[src/rtl/step_acc_pkg.sv]
// rtl/step_acc_pkg.sv - shared constants, types and lane skew helper for the step accumulator chain
package step_acc_pkg;

  localparam int ACC_WIDTH_DEFAULT   = 32;
  localparam int WORD_WIDTH_DEFAULT  = 16;
  localparam int LATENCY_ACCUMULATOR = 4;

  typedef logic signed [ACC_WIDTH_DEFAULT-1:0]  acc_t;
  typedef logic signed [WORD_WIDTH_DEFAULT-1:0] prod_t;

  // Cycles lane i trails the reference point; the step buffer skews its outputs by the same amount.
  function automatic int lane_delay(input int i);
    return i * (LATENCY_ACCUMULATOR - 2) + 1;
  endfunction

endpackage

[src/rtl/step_acc_lane.sv]
// rtl/step_acc_lane.sv - one accumulator lane with carry register, bypass adder and output register
module step_acc_lane
  import step_acc_pkg::*;
#(
  parameter int WORD_WIDTH  = WORD_WIDTH_DEFAULT,
  parameter int ACC_WIDTH   = ACC_WIDTH_DEFAULT,
  parameter int TUSER_WIDTH = 8,
  parameter bit HAS_PREV    = 1'b1,
  parameter bit IS_TAIL     = 1'b0
) (
  input  logic                   clk,
  input  logic                   rst_n,
  input  logic                   ce,
  input  logic                   is_1x1,
  input  logic                   mode_change,
  input  logic                   beat_valid,
  input  logic [WORD_WIDTH-1:0]  beat_data,
  input  logic                   beat_last,
  input  logic [TUSER_WIDTH-1:0] beat_user,
  input  logic                   prev_done,
  input  logic [ACC_WIDTH-1:0]   prev_sum,
  output logic                   done,
  output logic [ACC_WIDTH-1:0]   sum,
  output logic                   res_valid,
  output logic [ACC_WIDTH-1:0]   res_data,
  output logic [TUSER_WIDTH-1:0] res_user,
  output logic                   err
);

  logic [ACC_WIDTH-1:0] acc;
  logic [ACC_WIDTH-1:0] carry;
  logic                 carry_valid;
  logic [ACC_WIDTH-1:0] ext;
  logic [ACC_WIDTH-1:0] carry_in;
  logic                 cascade;
  logic                 carry_live;

  // Lane 0 never receives a carry; every other lane cascades only outside 1x1 mode.
  assign cascade    = !is_1x1 && HAS_PREV;
  // A pending carry is discarded on the very cycle the mode flips.
  assign carry_live = carry_valid && !mode_change;
  assign ext        = ACC_WIDTH'($signed(beat_data));
  assign done       = ce && beat_valid && beat_last;
  assign sum        = acc + ext + carry_in;

  // Pick the carry source (bypass wins over the stored carry) and flag protocol violations.
  always_comb begin
    carry_in = '0;
    err      = 1'b0;
    if (cascade) begin
      if (prev_done) begin
        carry_in = prev_sum;
      end else if (carry_live) begin
        carry_in = carry;
      end
      if (done && !prev_done && !carry_live) begin
        err = 1'b1;
      end
      if (prev_done && carry_live) begin
        err = 1'b1;
      end
    end
  end

  // Running sum of the current group; cleared on the last beat so the next group starts at 0.
  always_ff @(posedge clk or negedge rst_n) begin
    if (!rst_n) begin
      acc <= '0;
    end else if (ce && beat_valid) begin
      acc <= beat_last ? '0 : acc + ext;
    end
  end

  // Carry from the previous lane: captured when it completes ahead of us, consumed by our last beat.
  always_ff @(posedge clk or negedge rst_n) begin
    if (!rst_n) begin
      carry       <= '0;
      carry_valid <= 1'b0;
    end else if (ce) begin
      if (mode_change) begin
        carry_valid <= 1'b0;
      end else if (cascade && prev_done && !done) begin
        carry       <= prev_sum;
        carry_valid <= 1'b1;
      end else if (done) begin
        carry_valid <= 1'b0;
      end
    end
  end

  // Result register: a one-cycle pulse for independent lanes or for the tail of a cascade.
  always_ff @(posedge clk or negedge rst_n) begin
    if (!rst_n) begin
      res_valid <= 1'b0;
      res_data  <= '0;
      res_user  <= '0;
    end else if (ce) begin
      res_valid <= done && (is_1x1 || IS_TAIL);
      if (done) begin
        res_data <= sum;
        res_user <= beat_user;
      end
    end
  end

endmodule

[src/rtl/step_accumulator_chain.sv]
// rtl/step_accumulator_chain.sv - STEPS cascaded accumulator lanes with 1x1 and nxm modes
module step_accumulator_chain
  import step_acc_pkg::*;
#(
  parameter int WORD_WIDTH  = WORD_WIDTH_DEFAULT,
  parameter int ACC_WIDTH   = ACC_WIDTH_DEFAULT,
  parameter int STEPS       = 3,
  parameter int TUSER_WIDTH = 8
) (
  input  logic                         aclk,
  input  logic                         aresetn,
  input  logic                         aclken,
  input  logic                         is_1x1,
  input  logic [STEPS-1:0]             s_valid,
  input  logic [STEPS*WORD_WIDTH-1:0]  s_data,
  input  logic [STEPS-1:0]             s_last,
  input  logic [STEPS*TUSER_WIDTH-1:0] s_user,
  output logic [STEPS-1:0]             m_valid,
  output logic [STEPS*ACC_WIDTH-1:0]   m_data,
  output logic [STEPS*TUSER_WIDTH-1:0] m_user,
  output logic                         sync_err
);

  logic                 mode_q;
  logic                 mode_change;
  logic [STEPS-1:0]     lane_done;
  logic [STEPS-1:0]     lane_err;
  logic [ACC_WIDTH-1:0] lane_sum [STEPS];

  assign mode_change = (is_1x1 != mode_q);

  // Remember the mode so a toggle can be detected and stale carries dropped.
  always_ff @(posedge aclk or negedge aresetn) begin
    if (!aresetn) begin
      mode_q <= 1'b0;
    end else if (aclken) begin
      mode_q <= is_1x1;
    end
  end

  // Sticky carry-protocol violation flag; only reset clears it.
  always_ff @(posedge aclk or negedge aresetn) begin
    if (!aresetn) begin
      sync_err <= 1'b0;
    end else if (aclken && (|lane_err)) begin
      sync_err <= 1'b1;
    end
  end

  for (genvar i = 0; i < STEPS; i++) begin : g_lane
    logic                 prev_done;
    logic [ACC_WIDTH-1:0] prev_sum;

    if (i == 0) begin : g_head
      assign prev_done = 1'b0;
      assign prev_sum  = '0;
    end else begin : g_link
      assign prev_done = lane_done[i-1];
      assign prev_sum  = lane_sum[i-1];
    end

    step_acc_lane #(
      .WORD_WIDTH  (WORD_WIDTH),
      .ACC_WIDTH   (ACC_WIDTH),
      .TUSER_WIDTH (TUSER_WIDTH),
      .HAS_PREV    (i != 0),
      .IS_TAIL     (i == STEPS - 1)
    ) u_lane (
      .clk         (aclk),
      .rst_n       (aresetn),
      .ce          (aclken),
      .is_1x1      (is_1x1),
      .mode_change (mode_change),
      .beat_valid  (s_valid[i]),
      .beat_data   (s_data[i*WORD_WIDTH +: WORD_WIDTH]),
      .beat_last   (s_last[i]),
      .beat_user   (s_user[i*TUSER_WIDTH +: TUSER_WIDTH]),
      .prev_done   (prev_done),
      .prev_sum    (prev_sum),
      .done        (lane_done[i]),
      .sum         (lane_sum[i]),
      .res_valid   (m_valid[i]),
      .res_data    (m_data[i*ACC_WIDTH +: ACC_WIDTH]),
      .res_user    (m_user[i*TUSER_WIDTH +: TUSER_WIDTH]),
      .err         (lane_err[i])
    );
  end

endmodule

[config.mk]
export PLATFORM = sky130hd
export DESIGN_NAME = step_accumulator_chain
export DESIGN_NICKNAME = d
export VERILOG_FILES = /design/src/rtl/step_acc_pkg.sv /design/src/rtl/step_acc_lane.sv /design/src/rtl/step_accumulator_chain.sv
export SDC_FILE = /design/constraint.sdc
export NUM_CORES = 1
export LEC_CHECK = 0
export CAP_MARGIN = 0
export CORE_ASPECT_RATIO = 0.9
export CORE_UTILIZATION = 52
export CTS_CLUSTER_DIAMETER = 60
export CTS_CLUSTER_SIZE = 20
export DETAILED_ROUTE_END_ITERATION = 6
export PLACE_DENSITY = 0.78
export SYNTH_ARGS = -nofsm -noshare
export SYNTH_HDL_FRONTEND = slang
export SYNTH_SLANG_ARGS = --single-unit
[constraint.sdc]
create_clock -name aclk -period 5.85 [get_ports aclk]
set_input_delay 0.585 -clock aclk [delete_from_list [all_inputs] [get_ports aclk]]
set_output_delay 0.585 -clock aclk [all_outputs]
set_load 0.05 [all_outputs]
# [Word level (Yosys, flattened, before mapping)]
# Index checks and enable logic that the tools add are counted.
[word_totals] reg_bits=287 wordCells=84
[classes] n_addsub=5 n_eq_ne=1 muxes=21 bitwise=1 reduce_logical=38
[op_table] op="$mux 32" count=9
[op_table] op="$add 32x32->32" count=5
[op_table] op="$logic_and 1x1->1" count=21
[op_table] op="$mux 1" count=12
[op_table] op="$reduce_and 2->1" count=5
[op_table] op="$logic_not 1->1" count=7
[op_table] op="$reduce_and 3->1" count=2
[op_table] op="$reduce_bool 3->1" count=2
[op_table] op="$reduce_or 2->1" count=1
[op_table] op="$ne 1x1->1" count=1
[op_table] op="$not 1->1" count=1

# [Depth between registers and ports, before layout]
[depth] word_depth=10 ltp_mapped=37 depth_no_buf=37

# [By module]
# Synthesis repeated with hierarchy kept, for this count alone.
[hier_totals] hier_cells=2197 area_unflattened_um2=20315.7
[by_module_without_submodules] mod="step_acc_lane (g_lane[1].u_lane)" instances=1 cells_each=880 area_each_um2=8047.7 seq_area_each_um2=2652.5
[by_module_without_submodules] mod="step_acc_lane (g_lane[2].u_lane)" instances=1 cells_each=825 area_each_um2=7703.6 seq_area_each_um2=2652.5
[by_module_without_submodules] mod="step_acc_lane (g_lane[0].u_lane)" instances=1 cells_each=484 area_each_um2=4476.8 seq_area_each_um2=1826.8
[by_module_without_submodules] mod="step_accumulator_chain" instances=1 cells_each=8 area_each_um2=87.6 seq_area_each_um2=50.0

# [Least setup slack after synthesis]
# Ideal clock, no wire load.
[synth_path] path_kind="input to register" from="input s_data[16]" to="register g_lane[2].u_lane.res_data[30]" t_arrival_ps=6474 t_required_ps=5730 slack_ps=-744 cell_stages=36 path_cell_list="ha_1 inv_1 fa_1 nor2b_1 o21ai_1 a21boi_1 o21ai_1 a21oi_1 and2_1 o21ai_0 nand2b_1 a21o_1 a21oi_1 xnor2_1 ha_1 and3_1 nor2b_1 a221oi_1 o21ai_1 a21o_1 a21oi_1 xnor2_1 nand2_1 a21oi_1 ha_1 a21o_1 a21oi_1 o21ai_1 nor3_2 o31ai_2 a41oi_2 o21ai_2 a2111o_1 a31o_1 or2_0 a31o_1"
[synth_via] elab_chain_cells=5
[synth_rtl] item="from (decl)" line_no="step_accumulator_chain.sv:15" rtl="input logic [STEPS*WORD_WIDTH-1:0] s_data,"
[synth_rtl] item="$add 32x32->32 (2 in series)" line_no="step_acc_lane.sv:44" rtl="assign sum = acc + ext + carry_in;"
[synth_rtl] item="$mux 32" line_no="step_acc_lane.sv:51" rtl="if (prev_done) begin"
[synth_rtl] item="$mux 32" line_no="step_acc_lane.sv:50" rtl="if (cascade) begin"
[synth_rtl] item="$add 32x32->32" line_no="step_acc_lane.sv:44"
[synth_rtl] item="to (signal assigned)" line_no="step_acc_lane.sv:100" rtl="res_data <= sum;"
[synth_rtl] item="to (decl)" line_no="step_acc_lane.sv:25" rtl="output logic [ACC_WIDTH-1:0] res_data,"
# Every way passes these cells.
# A chain may end at the register's enable or synchronous reset.

# [Final worst setup path]
[layout_path] from="register g_lane[0].u_lane.acc[1]" to="register g_lane[2].u_lane.res_data[30]"
[layout_via] elab_chain_cells=7
[layout_rtl] item="from (decl)" line_no="step_acc_lane.sv:30" rtl="logic [ACC_WIDTH-1:0] acc;"
[layout_rtl] item="from (signal assigned)" line_no="step_acc_lane.sv:70" rtl="acc <= beat_last ? '0 : acc + ext;"
[layout_rtl] item="$add 32x32->32" line_no="step_acc_lane.sv:44"
[layout_rtl] item="$mux 32" line_no="step_acc_lane.sv:51"
[layout_rtl] item="$mux 32" line_no="step_acc_lane.sv:50"
[layout_rtl] item="$add 32x32->32" line_no="step_acc_lane.sv:44"
[layout_rtl] item="$mux 32" line_no="step_acc_lane.sv:51"
[layout_rtl] item="$mux 32" line_no="step_acc_lane.sv:50"
[layout_rtl] item="$add 32x32->32" line_no="step_acc_lane.sv:44"
# Every way passes these cells.

==> run_summary.xml <==
<?xml version="1.0" encoding="UTF-8"?>
<metrics>
  <group name="global_routing">
    <metric name="grt_overflow" unit="">0</metric>
    <metric name="grt_pass1_vias" unit="">18100</metric>
    <metric name="global_route.usage.total" unit="%">30.9</metric>
    <metric name="grt_antenna_before_repair" unit="">0</metric>
    <metric name="grt_first_pass_wirelength" unit="um">92300</metric>
    <metric name="largest_net_degree_at_the_start_of_global_routing" unit="">115</metric>
  </group>
  <group name="power">
    <metric name="cell_internal_pwr" unit="mW">7.93</metric>
    <metric name="power.switching_fraction" unit="%">44.2</metric>
    <metric name="clock_power_share" unit="%">13.6</metric>
    <metric name="p_leak" unit="nW">12.7</metric>
    <metric name="power.share.combinational" unit="%">63.7</metric>
    <metric name="pwr-share-seq" unit="%">22.7</metric>
    <metric name="vdd_ir_drop_max" unit="uV">387</metric>
    <metric name="design_power_total" unit="mW">14.2</metric>
    <metric name="switchingPower" unit="mW">6.29</metric>
    <metric name="pwr_density_cell" unit="nW/um^2">551</metric>
  </group>
  <group name="timing">
    <metric name="layout_worst_path_cycle_share" unit="%">113</metric>
    <metric name="max_freq" unit="GHz">0.151</metric>
    <metric name="worst-slew-pin-transition" unit="ps">883</metric>
    <metric name="grt_setup_unrepaired" unit="">true</metric>
    <metric name="clock-skew-final" unit="ps">29.9</metric>
    <metric name="setup_viol" unit="">16</metric>
    <metric name="slew_headroom" unit="%">41.1</metric>
    <metric name="period_minus_slack" unit="ps">6640</metric>
    <metric name="slew_viols_final" unit="">0</metric>
    <metric name="post-route-worst-setup-slack" unit="ps">-787</metric>
    <metric name="hold_viol" unit="">0</metric>
  </group>
  <group name="min_path">
    <metric name="worst_hold_path_type" unit="">in2async</metric>
  </group>
  <group name="yosys">
    <metric name="postSynthNetCount" unit="">2274</metric>
    <metric name="post_synthesis_sequential_area_ratio" unit="%">38.9</metric>
    <metric name="ys_types" unit="">84</metric>
    <metric name="ys_async_sr_fraction" unit="%">100</metric>
    <metric name="yosysMostFrequentCell" unit="">nand2_1</metric>
    <metric name="yosys_most_used_dff" unit="">dfrtp_1</metric>
    <metric name="synth_area_leaders" unit="">dfrtp_1 39%, ha_1 10%, nand2_1 8.6%, a21oi_1 5.1%, xnor2_1 4.8%</metric>
    <metric name="netlist.top_cell.by_area" unit="">dfrtp_1</metric>
    <metric name="ys_seq_elements" unit="">287</metric>
    <metric name="synthCells" unit="">2032</metric>
    <metric name="most_used_standard_cells_in_the_synthesized_netlist" unit="">425 x nand2_1, 287 x dfrtp_1, 187 x a21oi_1, 155 x ha_1, 102 x xnor2_1</metric>
    <metric name="postSynthAreaPerCell" unit="um^2">9.09</metric>
    <metric name="synthesis.yosys.warnings" unit="">0</metric>
    <metric name="post-synth-top-area-fraction" unit="%">38.9</metric>
    <metric name="syn-cell-area" unit="um^2">18500</metric>
    <metric name="synth_edf_count" unit="">0</metric>
  </group>
  <group name="layout">
    <metric name="areaGrowthSynthToFinish" unit="%">39.7</metric>
    <metric name="layout.cell_area.non_filler" unit="um^2">25800</metric>
    <metric name="fillCellCount" unit="">2424</metric>
    <metric name="final_nets" unit="">2871</metric>
    <metric name="layout-drive-gt1-share" unit="%">26.1</metric>
  </group>
  <group name="critical_path">
    <metric name="max_stage_delay" unit="ps">430</metric>
    <metric name="critPathMaxFanout" unit="">3</metric>
    <metric name="required" unit="ps">6290</metric>
    <metric name="worst-setup-path-type" unit="">reg2reg</metric>
    <metric name="critical_path.top_delay_family" unit="">compound AO/OA/AOI/OAI gates</metric>
    <metric name="worst_setup_start_kind" unit="">register</metric>
    <metric name="crit_arrival" unit="ps">7080</metric>
    <metric name="timing.critical_path.slowest_stage_cell" unit="">dfrtp_1</metric>
    <metric name="setup.worst_path.end_class" unit="">register</metric>
    <metric name="cp_num_buf_inv" unit="">0</metric>
    <metric name="path_common_cell" unit="">a21oi_2</metric>
  </group>
  <group name="detailed_routing">
    <metric name="drt_wl_total" unit="um">57600</metric>
    <metric name="dr_total_vias" unit="">18000</metric>
    <metric name="first_iter_violations" unit="">1241</metric>
    <metric name="firstDrtPassIters" unit="">5</metric>
    <metric name="route.detailed.vias_per_inst" unit="">5.77</metric>
    <metric name="detail_route.wl_per_cell" unit="um">18.5</metric>
    <metric name="antenna_left" unit="">0</metric>
    <metric name="drc" unit="">0</metric>
  </group>
  <group name="flow_run">
    <metric name="max-cap-violations" unit="">0</metric>
  </group>
  <group name="die">
    <metric name="die_y" unit="um">181</metric>
    <metric name="rows" unit="">65</metric>
    <metric name="floorplan.initialDensity" unit="%">52.7</metric>
    <metric name="ioPinCount" unit="">206</metric>
    <metric name="chipWidth" unit="um">201</metric>
    <metric name="die_outline_area" unit="um^2">36300</metric>
    <metric name="core_footprint" unit="um^2">35100</metric>
  </group>
  <group name="cts">
    <metric name="maximum_level_of_the_cts_h_tree" unit="">1</metric>
    <metric name="clockRootBuffer" unit="">clkbuf_16</metric>
    <metric name="clkTransAtPathRegs" unit="ps">80</metric>
    <metric name="cts_buffers" unit="">29</metric>
    <metric name="ctsLongestPathBuffers" unit="">3</metric>
    <metric name="clock_tree_from_tritoncts" unit="">yes</metric>
    <metric name="clkLatencyLatePin" unit="ps">580</metric>
    <metric name="number_of_clock_sinks" unit="">287</metric>
  </group>
  <group name="placement">
    <metric name="postPlaceCellArea" unit="um^2">23800</metric>
    <metric name="globalplace.congestion" unit="">0.936</metric>
    <metric name="portBuffers" unit="">205</metric>
    <metric name="dp_hpwl" unit="um">40000</metric>
  </group>
  <group name="status">
    <metric name="failed_checks" unit="">negative setup slack</metric>
    <metric name="status" unit="">finished with violations</metric>
  </group>
</metrics>
[cell families (layout without fill, tap and decap cells)]
family | count (synthesis) | after routing | share of synthesized area [%]
other | 0 | 1 | 0
DFF | 287 | 287 | 38.9
muxes | 54 | 54 | 3.29
xor gates and xnor gates | 145 | 145 | 6.92
buffers and inverters | 133 | 749 | 2.81
adders and majority gates | 160 | 160 | 11.0
AOI/OAI and AO/OA | 605 | 605 | 22.1
and+or+nand+nor | 648 | 648 | 14.9
[per-stage QoR]
step	setup slack, ps	std cells	util (%)	TNS [ps]	hold slack (ps)
after floorplan	-519	2032	-	-987	289
after global placement	-1240	3016	67.9	-13720	456
after detailed placement	-1410	3016	67.9	-17030	462
after CTS	-614	3111	72.4	-4400	115
after global routing	-1200	3117	73.6	-13050	125
final	-787	3118	73.6	-7020	78.9
[layout by cell type, fill, tap and decap left out, types with 17 or more instances in the layout]
cell / n
nand2_1: 421
buf_4: 410
dfrtp_1: 287
clkdlybuf4s50_1: 199
a21oi_1: 149
ha_1: 147
xnor2_1: 92
a22o_1: 84
nor2_1: 76
a21o_1: 70
o21ai_0: 60
inv_1: 51
mux2_2: 51
o21ai_1: 47
a21oi_2: 43
xor2_1: 38
clkbuf_16: 29
buf_6: 29
nand3_1: 26
nand2b_1: 24
o21bai_1: 23
o21a_1: 17
[repair_timing]
action / in CTS / in global routing
pin swaps: 57 / 50
setup endpoints to repair: 15 / 23
hold buffers: 0 / 0
buffers inserted: 47 / 28
resized for setup: 69 / 84
[worst register-to-register path: cells and delay by family (launching register included)]
family                     cells  cell delay [ps]
adders and majority gates      3              750
xor gates and xnor gates       2              310
AOI/OAI and AO/OA             22             3880
DFF                            1              430
and+or+nand+nor                9             1130
[area by class of cell]
class	instances	area, um^2	area share, %
multi-input cells	1612	11400	44.1
inverters	54	205	0.795
diodes	1	2.50	0.00970
repair buffers	645	5480	21.2
clock inverters	19	228	0.883
well taps	469	587	2.27
flip-flops and latches	287	7180	27.8
clock buffers	31	743	2.88
[sequential cells by signal, indices dropped and copies added, names as in the netlist]
register,count
g_lane.u_lane.acc,96
g_lane.u_lane.res_data,96
g_lane.u_lane.carry,64
g_lane.u_lane.res_user,24
g_lane.u_lane.res_valid,3
g_lane.u_lane.carry_valid,2
mode_q,1
sync_err,1
[metal layers]
metal  global-route usage (%)  wire length [um]  vias up
met4                     16.5              3270        0
li1                         -                 -     8413
met2                     51.3             27500      664
met3                     3.17              2870      213
met5                        0                 0        -
met1                     39.9             23900     8689
[worst paths after layout]
kind	depth (start not counted)	slack, ps	from	end
setup / recovery	36	-790	g_lane[0].u_lane.acc[1]	g_lane[2].u_lane.res_data[30]
hold / removal	1	80	aresetn	g_lane[1].u_lane.res_user[2]
setup reg to reg	36	-790	g_lane[0].u_lane.acc[1]	g_lane[2].u_lane.res_data[30]
hold reg to reg	2	470	g_lane[0].u_lane.res_data[29]	g_lane[0].u_lane.res_data[29]
max in group asynchronous	2	4430	aresetn	g_lane[0].u_lane.res_data[7]
min in group aclk	2	470	g_lane[0].u_lane.res_data[29]	g_lane[0].u_lane.res_data[29]
[power groups by stage]
stage | clock network [mW] | registers, mW | logic (mW)
after floorplan | 0 | 4.32 | 3.88
after global placement | 0 | 3.21 | 8.09
after detailed placement | 0 | 3.24 | 8.34
after CTS | 1.96 | 3.22 | 8.65
after global routing | 2.04 | 3.32 | 9.68
final | 1.93 | 3.23 | 9.05
No activity file was read; power rests on OpenSTA's default activity.
